### config.mk
export PLATFORM = sky130hd
export DESIGN_NAME = rx_flat
export DESIGN_NICKNAME = d
export VERILOG_FILES = /design/src/rtl/rx_pkg.sv /design/src/rtl/rx_if.sv /design/src/rtl/rx_sm.sv /design/src/rtl/rx.sv /design/src/flat_wrapper.sv
export SDC_FILE = /design/constraint.sdc
export NUM_CORES = 1
export LEC_CHECK = 0
export BUFFER_PORTS_ARGS = -buffer_cell sky130_fd_sc_hd__buf_2
export CORE_MARGIN = 3
export CORE_UTILIZATION = 52
export CTS_CLUSTER_DIAMETER = 40
export CTS_CLUSTER_SIZE = 10
export DETAILED_ROUTE_END_ITERATION = 16
export GPL_TIMING_DRIVEN = 0
export PLACE_DENSITY = 0.75
export SETUP_SLACK_MARGIN = 0.4
export SYNTH_ARGS = -nofsm -noshare
export SYNTH_HDL_FRONTEND = slang
export SYNTH_HIERARCHICAL = 1
export SYNTH_SLANG_ARGS = --single-unit
### constraint.sdc
create_clock -name clk -period 1.4 [get_ports clk]
set_input_delay 0 -clock clk [delete_from_list [all_inputs] [get_ports clk]]
set_output_delay 0 -clock clk [all_outputs]
set_load 0.01 [all_outputs]
### src/rtl/rx_pkg.sv
// Shared types and default widths for the serial receiver.
package rx_pkg;

  localparam int DATA_WIDTH_DEF = 8;
  localparam int ADDR_WIDTH_DEF = 2;

  typedef enum logic [2:0] {
    READY = 3'd0,
    RECV  = 3'd1,
    STORE = 3'd2,
    FULL  = 3'd3,
    DONE  = 3'd4
  } rx_state_e;

endpackage

### src/rtl/rx_if.sv
// Serial link, read port and status bundle between a transmitter/reader (master)
// and the receiver (slave).
interface rx_if
  import rx_pkg::*;
#(
  parameter int DATA_WIDTH = DATA_WIDTH_DEF,
  parameter int ADDR_WIDTH = ADDR_WIDTH_DEF
);

  logic                  tx_data;
  logic                  tx_valid;
  logic                  tx_finish;
  logic                  rx_ready;
  logic [ADDR_WIDTH-1:0] rd_addr;
  logic [DATA_WIDTH-1:0] rd_data;
  logic [ADDR_WIDTH:0]   word_count;
  logic                  rx_done;
  logic                  rx_error;
  logic [DATA_WIDTH-1:0] rx_checksum;

  modport master (
    output tx_data, tx_valid, tx_finish, rd_addr,
    input  rx_ready, rd_data, word_count, rx_done, rx_error, rx_checksum
  );

  modport slave (
    input  tx_data, tx_valid, tx_finish, rd_addr,
    output rx_ready, rd_data, word_count, rx_done, rx_error, rx_checksum
  );

endinterface

### src/rtl/rx_sm.sv
// Receiver control: protocol state machine, bit counter and registered
// ready/done/error status.
module rx_sm
  import rx_pkg::*;
#(
  parameter int DATA_WIDTH = DATA_WIDTH_DEF
) (
  input  logic clk,
  input  logic rst_n,
  input  logic tx_valid,
  input  logic tx_finish,
  input  logic last_word,
  output logic shift_en,
  output logic store,
  output logic rx_ready,
  output logic rx_error,
  output logic rx_done
);

  localparam int CNT_W = (DATA_WIDTH > 1) ? $clog2(DATA_WIDTH) : 1;
  localparam logic [CNT_W-1:0] CNT_LAST = CNT_W'(DATA_WIDTH - 1);

  rx_state_e        state_r;
  rx_state_e        state_s;
  logic [CNT_W-1:0] bit_cnt_r;
  logic [CNT_W-1:0] bit_cnt_s;
  logic             err_set_s;

  // Next-state, bit counter and error-event decode.
  always_comb begin
    state_s   = state_r;
    bit_cnt_s = bit_cnt_r;
    shift_en  = 1'b0;
    store     = 1'b0;
    err_set_s = 1'b0;
    case (state_r)
      READY: begin
        if (tx_valid) begin
          shift_en  = 1'b1;
          bit_cnt_s = CNT_W'(1);
          state_s   = RECV;
        end else if (tx_finish) begin
          err_set_s = 1'b1;
          state_s   = DONE;
        end else begin
          state_s = READY;
        end
      end
      RECV: begin
        if (tx_valid) begin
          shift_en = 1'b1;
          if (bit_cnt_r == CNT_LAST) begin
            bit_cnt_s = {CNT_W{1'b0}};
            state_s   = STORE;
          end else begin
            bit_cnt_s = bit_cnt_r + 1'b1;
          end
        end else if (tx_finish) begin
          // Partial word is abandoned; the message is short.
          err_set_s = 1'b1;
          bit_cnt_s = {CNT_W{1'b0}};
          state_s   = DONE;
        end else begin
          state_s = RECV;
        end
      end
      STORE: begin
        store     = 1'b1;
        err_set_s = tx_valid;
        if (last_word) begin
          state_s = FULL;
        end else begin
          state_s = READY;
        end
      end
      FULL: begin
        err_set_s = tx_valid;
        if (tx_finish) begin
          state_s = DONE;
        end else begin
          state_s = FULL;
        end
      end
      DONE: begin
        err_set_s = tx_valid;
        state_s   = DONE;
      end
      default: begin
        state_s   = READY;
        bit_cnt_s = {CNT_W{1'b0}};
      end
    endcase
  end

  // State, counter and status registers; status is decoded from the next state
  // so it tracks the state register exactly.
  always_ff @(posedge clk or negedge rst_n) begin
    if (!rst_n) begin
      state_r   <= READY;
      bit_cnt_r <= {CNT_W{1'b0}};
      rx_ready  <= 1'b1;
      rx_done   <= 1'b0;
      rx_error  <= 1'b0;
    end else begin
      state_r   <= state_s;
      bit_cnt_r <= bit_cnt_s;
      rx_ready  <= (state_s == READY) || (state_s == RECV);
      rx_done   <= (state_s == DONE);
      rx_error  <= rx_error | err_set_s;
    end
  end

endmodule

### src/rtl/rx.sv
// Serial receiver top: shift register, message buffer, read port and status.
// Optional running XOR checksum of stored words when RX_CHECKSUM_EN is defined.
module rx
  import rx_pkg::*;
#(
  parameter int DATA_WIDTH = DATA_WIDTH_DEF,
  parameter int ADDR_WIDTH = ADDR_WIDTH_DEF
) (
  input  logic clk,
  input  logic rst_n,
  rx_if.slave  bus
);

  localparam int DEPTH = 1 << ADDR_WIDTH;

  logic                  shift_en_s;
  logic                  store_s;
  logic                  last_word_s;
  logic [DATA_WIDTH-1:0] shr_r;
  logic [ADDR_WIDTH-1:0] wr_addr_r;
  logic [ADDR_WIDTH:0]   word_count_r;
  logic [DATA_WIDTH-1:0] mem_r [DEPTH];
  logic [DATA_WIDTH-1:0] rd_data_r;

  assign last_word_s = (wr_addr_r == {ADDR_WIDTH{1'b1}});

  rx_sm #(
    .DATA_WIDTH (DATA_WIDTH)
  ) u_sm (
    .clk       (clk),
    .rst_n     (rst_n),
    .tx_valid  (bus.tx_valid),
    .tx_finish (bus.tx_finish),
    .last_word (last_word_s),
    .shift_en  (shift_en_s),
    .store     (store_s),
    .rx_ready  (bus.rx_ready),
    .rx_error  (bus.rx_error),
    .rx_done   (bus.rx_done)
  );

  // LSB-first deserialiser: each accepted bit enters at the MSB.
  always_ff @(posedge clk or negedge rst_n) begin
    if (!rst_n) begin
      shr_r <= {DATA_WIDTH{1'b0}};
    end else if (shift_en_s) begin
      shr_r <= {bus.tx_data, shr_r[DATA_WIDTH-1:1]};
    end else begin
      shr_r <= shr_r;
    end
  end

  // Buffer write; wr_addr wraps while word_count saturates at DEPTH.
  always_ff @(posedge clk or negedge rst_n) begin
    if (!rst_n) begin
      wr_addr_r    <= {ADDR_WIDTH{1'b0}};
      word_count_r <= {(ADDR_WIDTH + 1){1'b0}};
      for (int i = 0; i < DEPTH; i++) begin
        mem_r[i] <= {DATA_WIDTH{1'b0}};
      end
    end else if (store_s) begin
      mem_r[wr_addr_r] <= shr_r;
      wr_addr_r        <= wr_addr_r + 1'b1;
      word_count_r     <= word_count_r + 1'b1;
    end else begin
      wr_addr_r    <= wr_addr_r;
      word_count_r <= word_count_r;
    end
  end

  // Registered read port; a same-cycle write is not forwarded.
  always_ff @(posedge clk or negedge rst_n) begin
    if (!rst_n) begin
      rd_data_r <= {DATA_WIDTH{1'b0}};
    end else begin
      rd_data_r <= mem_r[bus.rd_addr];
    end
  end

  assign bus.rd_data    = rd_data_r;
  assign bus.word_count = word_count_r;

`ifdef RX_CHECKSUM_EN
  function automatic logic [DATA_WIDTH-1:0] csum_fold(
    input logic [DATA_WIDTH-1:0] acc,
    input logic [DATA_WIDTH-1:0] word
  );
    return acc ^ word;
  endfunction

  logic [DATA_WIDTH-1:0] checksum_r;

  // Accumulate every word as it is committed to the buffer.
  always_ff @(posedge clk or negedge rst_n) begin
    if (!rst_n) begin
      checksum_r <= {DATA_WIDTH{1'b0}};
    end else if (store_s) begin
      checksum_r <= csum_fold(checksum_r, shr_r);
    end else begin
      checksum_r <= checksum_r;
    end
  end

  assign bus.rx_checksum = checksum_r;
`else
  assign bus.rx_checksum = {DATA_WIDTH{1'b0}};
`endif

endmodule

### src/flat_wrapper.sv
// flat-port wrapper written by rule: the top's interface ports become plain ports
module rx_flat import rx_pkg::*;
#(
  parameter int DATA_WIDTH = DATA_WIDTH_DEF,
  parameter int ADDR_WIDTH = ADDR_WIDTH_DEF
)
  (clk, rst_n, bus_tx_data, bus_tx_valid, bus_tx_finish, bus_rd_addr, bus_rx_ready, bus_rd_data, bus_word_count, bus_rx_done, bus_rx_error, bus_rx_checksum);
  rx_if #(.DATA_WIDTH(DATA_WIDTH), .ADDR_WIDTH(ADDR_WIDTH)) bus_i ();
  input  logic clk;
  input  logic rst_n;
  input wire logic [$bits(bus_i.tx_data)-1:0] bus_tx_data;
  input wire logic [$bits(bus_i.tx_valid)-1:0] bus_tx_valid;
  input wire logic [$bits(bus_i.tx_finish)-1:0] bus_tx_finish;
  input wire logic [$bits(bus_i.rd_addr)-1:0] bus_rd_addr;
  output wire logic [$bits(bus_i.rx_ready)-1:0] bus_rx_ready;
  output wire logic [$bits(bus_i.rd_data)-1:0] bus_rd_data;
  output wire logic [$bits(bus_i.word_count)-1:0] bus_word_count;
  output wire logic [$bits(bus_i.rx_done)-1:0] bus_rx_done;
  output wire logic [$bits(bus_i.rx_error)-1:0] bus_rx_error;
  output wire logic [$bits(bus_i.rx_checksum)-1:0] bus_rx_checksum;
  assign bus_i.tx_data = bus_tx_data;
  assign bus_i.tx_valid = bus_tx_valid;
  assign bus_i.tx_finish = bus_tx_finish;
  assign bus_i.rd_addr = bus_rd_addr;
  assign bus_rx_ready = bus_i.rx_ready;
  assign bus_rd_data = bus_i.rd_data;
  assign bus_word_count = bus_i.word_count;
  assign bus_rx_done = bus_i.rx_done;
  assign bus_rx_error = bus_i.rx_error;
  assign bus_rx_checksum = bus_i.rx_checksum;
  rx #(.DATA_WIDTH(DATA_WIDTH), .ADDR_WIDTH(ADDR_WIDTH)) u_core (.clk(clk), .rst_n(rst_n), .bus(bus_i));
endmodule
# == Yosys cells after proc, flatten, opt, wreduce, memory -nomap -nowiden ==
# Cells that the tools add are included.
# word_totals
out_inout_bits,22
regBits,62
# classes
n_reduce_logical,7
muxes,25
add_sub_neg,3
n_lt_le_gt_ge,3
bitwise_logic,4
eq_ne,10
# op_table
operator,count
bitwise mux 32 bit,1
2-to-1 mux 3 bit,10
2-to-1 mux 8 bit,3
binary-select mux 8 bit (select 2 bit),1
demux 8 bit (select 2 bit),1
case mux 3 bit (5 select lines),1
equality test 3 bit (second input constant),3
case mux 3 bit (3 select lines),1
adder 3 x 1 -> 3 bit (second input constant),2
equality test 3 x 1 -> 1 bit (second input constant),2
equality test 3 x 2 -> 1 bit (second input constant),2
>= comparator 3 bit (second input constant),2
zero test 3 bit,2
NOT 2 -> 3 bit,2
2-to-1 mux 1 bit,5
less-than comparator 3 x 1 -> 1 bit (second input constant),1
inequality test 3 bit (second input constant),1
AND reduction 3 bit,1
OR reduction 3 bit,1
adder 2 x 1 -> 2 bit (second input constant),1
equality test 2 bit (second input constant),1
2-to-1 mux 2 bit,1
inequality test 2 bit (second input constant),1
case mux 1 bit (2 select lines),1
other kinds (5),5

# == Longest topological paths before layout ==
# depth
ltp_word,6
mapped_depth,6

# == Modules after synthesis ==
# The synthesis kept the hierarchy.
# modules_own_cells
mod,instances,seq_area_each_um2,cells_per_inst,area_per_inst_um2
rx,1,1326.3,132,2198.4
rx_sm,1,226.5,44,490.5

# == Worst setup path before layout ==
# No wires, ideal clock.
# synth_timing
kind,register to register
from,reg u_core.u_sm.state_r[1]
to,reg u_core/mem_r[0] in the netlist's numbering
t_arrival_ns,1.369
path_buffers,2
period_less_slack_ns,1.493
required_ns,1.275
path_slack_ns,-0.093
path_stages_with_launch,7
setup_ns,0.125
path_cell_list,dfrtp_1 buf_6 nor2b_1 nor2b_1 buf_6 nand2_2 mux2_2
# synth_between
elab_chain_cells,2
# synth_rtl
element,line,rtl
start: declaration,rx_sm.sv:23,rx_state_e state_r;
start signal: assignment,rx_sm.sv:105,state_r <= state_s;
equality test 3 x 2 -> 1 bit,rx_sm.sv:36,case (state_r)
2-to-1 mux 1 bit,rx_sm.sv:36,
net u_core.store_s,rx.sv:17,logic store_s;
end signal: indexed assignment,rx.sv:59,mem_r[i] <= {DATA_WIDTH{1'b0}};
end signal: indexed assignment,rx.sv:62,mem_r[wr_addr_r] <= shr_r;
end: declaration,rx.sv:22,logic [DATA_WIDTH-1:0] mem_r [DEPTH];
# The timed path passes the listed nets, and every way through them passes these cells.
# A chain may end at the register's enable or synchronous reset.

# == Worst setup path after layout ==
# layout_timing
from,reg u_core.u_sm.state_r[1]
to,reg u_core/mem_r[21] in the netlist's numbering
# The elaborated chain is that of the path after synthesis.

==> flow_summary.yaml <==
place:
  gp_congestion: 0.787
  portBuffers: 18
  dp_cells: 268
  dpl_cell_area_um2: 3080
  dp_hpwl_mm: 3.21
yosys:
  syn_inst: 176
  synth_fa_ha_area_share_pct: 3.26
  netlist_top_cells_area: "dfrtp_1, mux2_2, mux4_2, ha_1, buf_4"
  yosysSeqAreaShare_pct: 57.7
  synth_top_area_share_pct: 56.8
  synth_top_family_by_area: "multiplexers"
  yosysWarnings: 6
  ys_ff_latch: 62
  synthSimpleGateAreaFrac_pct: 5.58
  syn_area_per_cell_um2: 15.3
  syn-cell-area_um2: 2690
  synthDistinctLibCells: 30
  synthXorXnorAreaFrac_pct: 0.977
  synth_compound_area_share_pct: 3.72
  synthMuxAreaShare_pct: 23.9
  synth_top_cell_by_area: "dfrtp_1"
layout:
  mostFrequentLayoutCells: "dfrtp_1, mux2_4, buf_4"
  final_layout_size_suffix_gt1_share_pct: 57.9
  finalInstanceArea_um2: 3530
  final_common_cell: "dfrtp_1"
  n_antenna_cell: 0
  final_util_pct: 72.9
  instances_no_fill: 309
  nets: 251
  syn_to_final_growth_pct: 31.5
  num-fill-cells: 305
outcome:
  failed_checks: "setup timing"
  status: "complete, but fails checks"
setup_path:
  crit_arrival_ps: 1730
  worst-path-max-fanout: 8
  worstSetupPathType: "flip-flop to flip-flop"
  critPathCaptureType: "flip-flop"
  cp-start-kind: "flip-flop"
  cp.required_ps: 1620
clock_tree:
  cts_tree: "done"
  root_buffer: "clkbuf_8"
  cts.sinks: 62
  clkTransAtPathRegs_ps: 60
  h-tree-depth: 3
  clock_path_buffers: 2
  cts_buffers: 9
  clock_latency_ps: 330
timing:
  min_period_ps: 1510
  fmaxAchievable_mhz: 662
  drv_slew: 0
  clock_skew_ps: 4.91
  rsz0062_at_grt: "true"
  setup_viol: 34
  finalCritPeriodShare_pct: 108
  hold_violations: 0
  max_slew_margin_pct: 50.3
  worstMarginPinSlew_ps: 746
  whs_ps: 18.9
  timing.final.ws_setup_ps: -111
power_and_ir_drop:
  total_power_w: 0.00418
  vdd_drop_max_v: 0.000893
  power_density_nw_per_um2: 1180
  power.leakage_nw: 1.82
detailed_routing:
  via_count: 1590
  dr.pass1.iters: 4
  final_antenna_net_count: 0
  wl_per_cell_um: 17.1
  wl_mm: 5.27
  drc: 0
  via_per_inst: 5.15
  first_iter_violations: 100
global_routing:
  antenna_found_initial: 0
  grt_pass1_wl_mm: 8.53
  grt_max_degree: 63
  grt_pass1_vias: 1692
  grt_overflow: 0
  grtUsageTotal_pct: 19.0
flow_run:
  drv_cap: 0
die:
  dieWidth_um: 77.9
  die_h_um: 77.9
  start_util_pct: 55.5
  dieArea_um2: 6070
  io_pins: 29
  rows: 25
  core_um2: 4850
min_path:
  hold_path.class: "primary input to flip-flop"
==> critical path: stages, from the launching register on <==
cell     delay, ps
dfrtp_1        380
buf_6          120
nor2b_4        130
nor2b_4        160
buf_12         160
nand2_8        110
mux2_4         320
==> state kept, by name, summed over array words and instances, names as in the netlist <==
name / flops
u_core/bus.rd_data: 8
u_core/u_sm/rx_done: 1
u_core/shr_r: 8
u_core/mem_r: 32
u_core/u_sm/rx_error: 1
u_core/u_sm/rx_ready: 1
u_core/u_sm/state_r: 3
u_core/u_sm/bit_cnt_r: 3
u_core/wr_addr_r: 2
u_core/bus.word_count: 3
==> per-stage QoR <==
step                setup TNS, ps  setup WS [ps]
floorplan                    -780          -29.5
global placement            -3350           -107
detailed placement          -5370           -167
CTS                         -2500          -91.1
global route                -5200           -159
finish                      -3300           -111
==> cells in the mapped netlist, drive strengths merged <==
| library cell | instances |
|---|---|
| mux4 | 8 |
| nand2 | 9 |
| nor4b | 1 |
| ha | 7 |
| dfrtp | 61 |
| a21o | 1 |
| nor2 | 2 |
| xnor2 | 1 |
| o21ai | 7 |
| and4bb | 1 |
| a32o | 3 |
| clkbuf | 1 |
| buf | 13 |
| xor2 | 2 |
| and3b | 1 |
| nand2b | 3 |
| nor2b | 4 |
| mux2 | 41 |
| inv | 3 |
| nor3b | 1 |
| a41o | 2 |
| o31ai | 1 |
| dfstp | 1 |
| conb | 1 |
| nand3 | 1 |
==> where the power goes <==
| group | total, W | internal, W | switching, W |
|---|---|---|---|
| Clock | 0.00132 | 0.000674 | 0.000647 |
| Sequential | 0.00222 | 0.00199 | 0.000237 |
| Combinational | 0.000638 | 0.000359 | 0.000278 |
==> final timing paths <==
path / to / slack [ps] / cells after the start / startpoint
worst max-delay path: u_core/mem_r[21] / -110 / 6 / u_core/u_sm/state_r[1]
worst min-delay path: u_core/u_sm/rx_error / 20 / 3 / bus_tx_valid
worst max register to register: u_core/mem_r[21] / -110 / 6 / u_core/u_sm/state_r[1]
worst min register to register: u_core/u_sm/rx_error / 460 / 2 / u_core/u_sm/rx_error
max in group asynchronous: u_core/wr_addr_r[0] / 580 / 2 / rst_n
min in group asynchronous: u_core/u_sm/rx_error / 280 / 2 / rst_n
==> layout make-up <==
type	instances	area, µm²	area share [%]
Inverter	3	11.3	0.319
Clock inverter	5	25.0	0.708
Sequential cell	62	1560	44.0
Clock buffer	11	141	4.00
Timing Repair Buffer	43	298	8.42
Tap cell	67	83.8	2.37
Multi-Input combinational cell	104	1290	36.5
Buffer	14	130	3.68
==> kinds of logic after synthesis <==
kind of cell               count (synthesis)
AOI/OAI and AO/OA                         14
xor gates and xnor gates                   3
adders and majority gates                  7
buffers and inverters                     17
DFF                                       62
muxes                                     49
other                                      1
and+or+nand+nor                           23
==> repair_timing <==
action	in CTS	in global routing
gates resized for setup	21	5
setup buffers	9	13
cloned	0	0
endpoints found under the setup margin	55	61
hold buffers	2	1
pin swaps	8	1
hold endpoints to repair	2	61
==> layer usage <==
layer	track usage (%)	vias to the layer above	wire length, µm
met4	7.69	0	53
met3	7.54	6	221
met1	22.9	816	2290
met5	0	-	0
met2	30.4	33	2710
li1	-	735	-
Note: power is estimated with default switching activity, not from simulation.
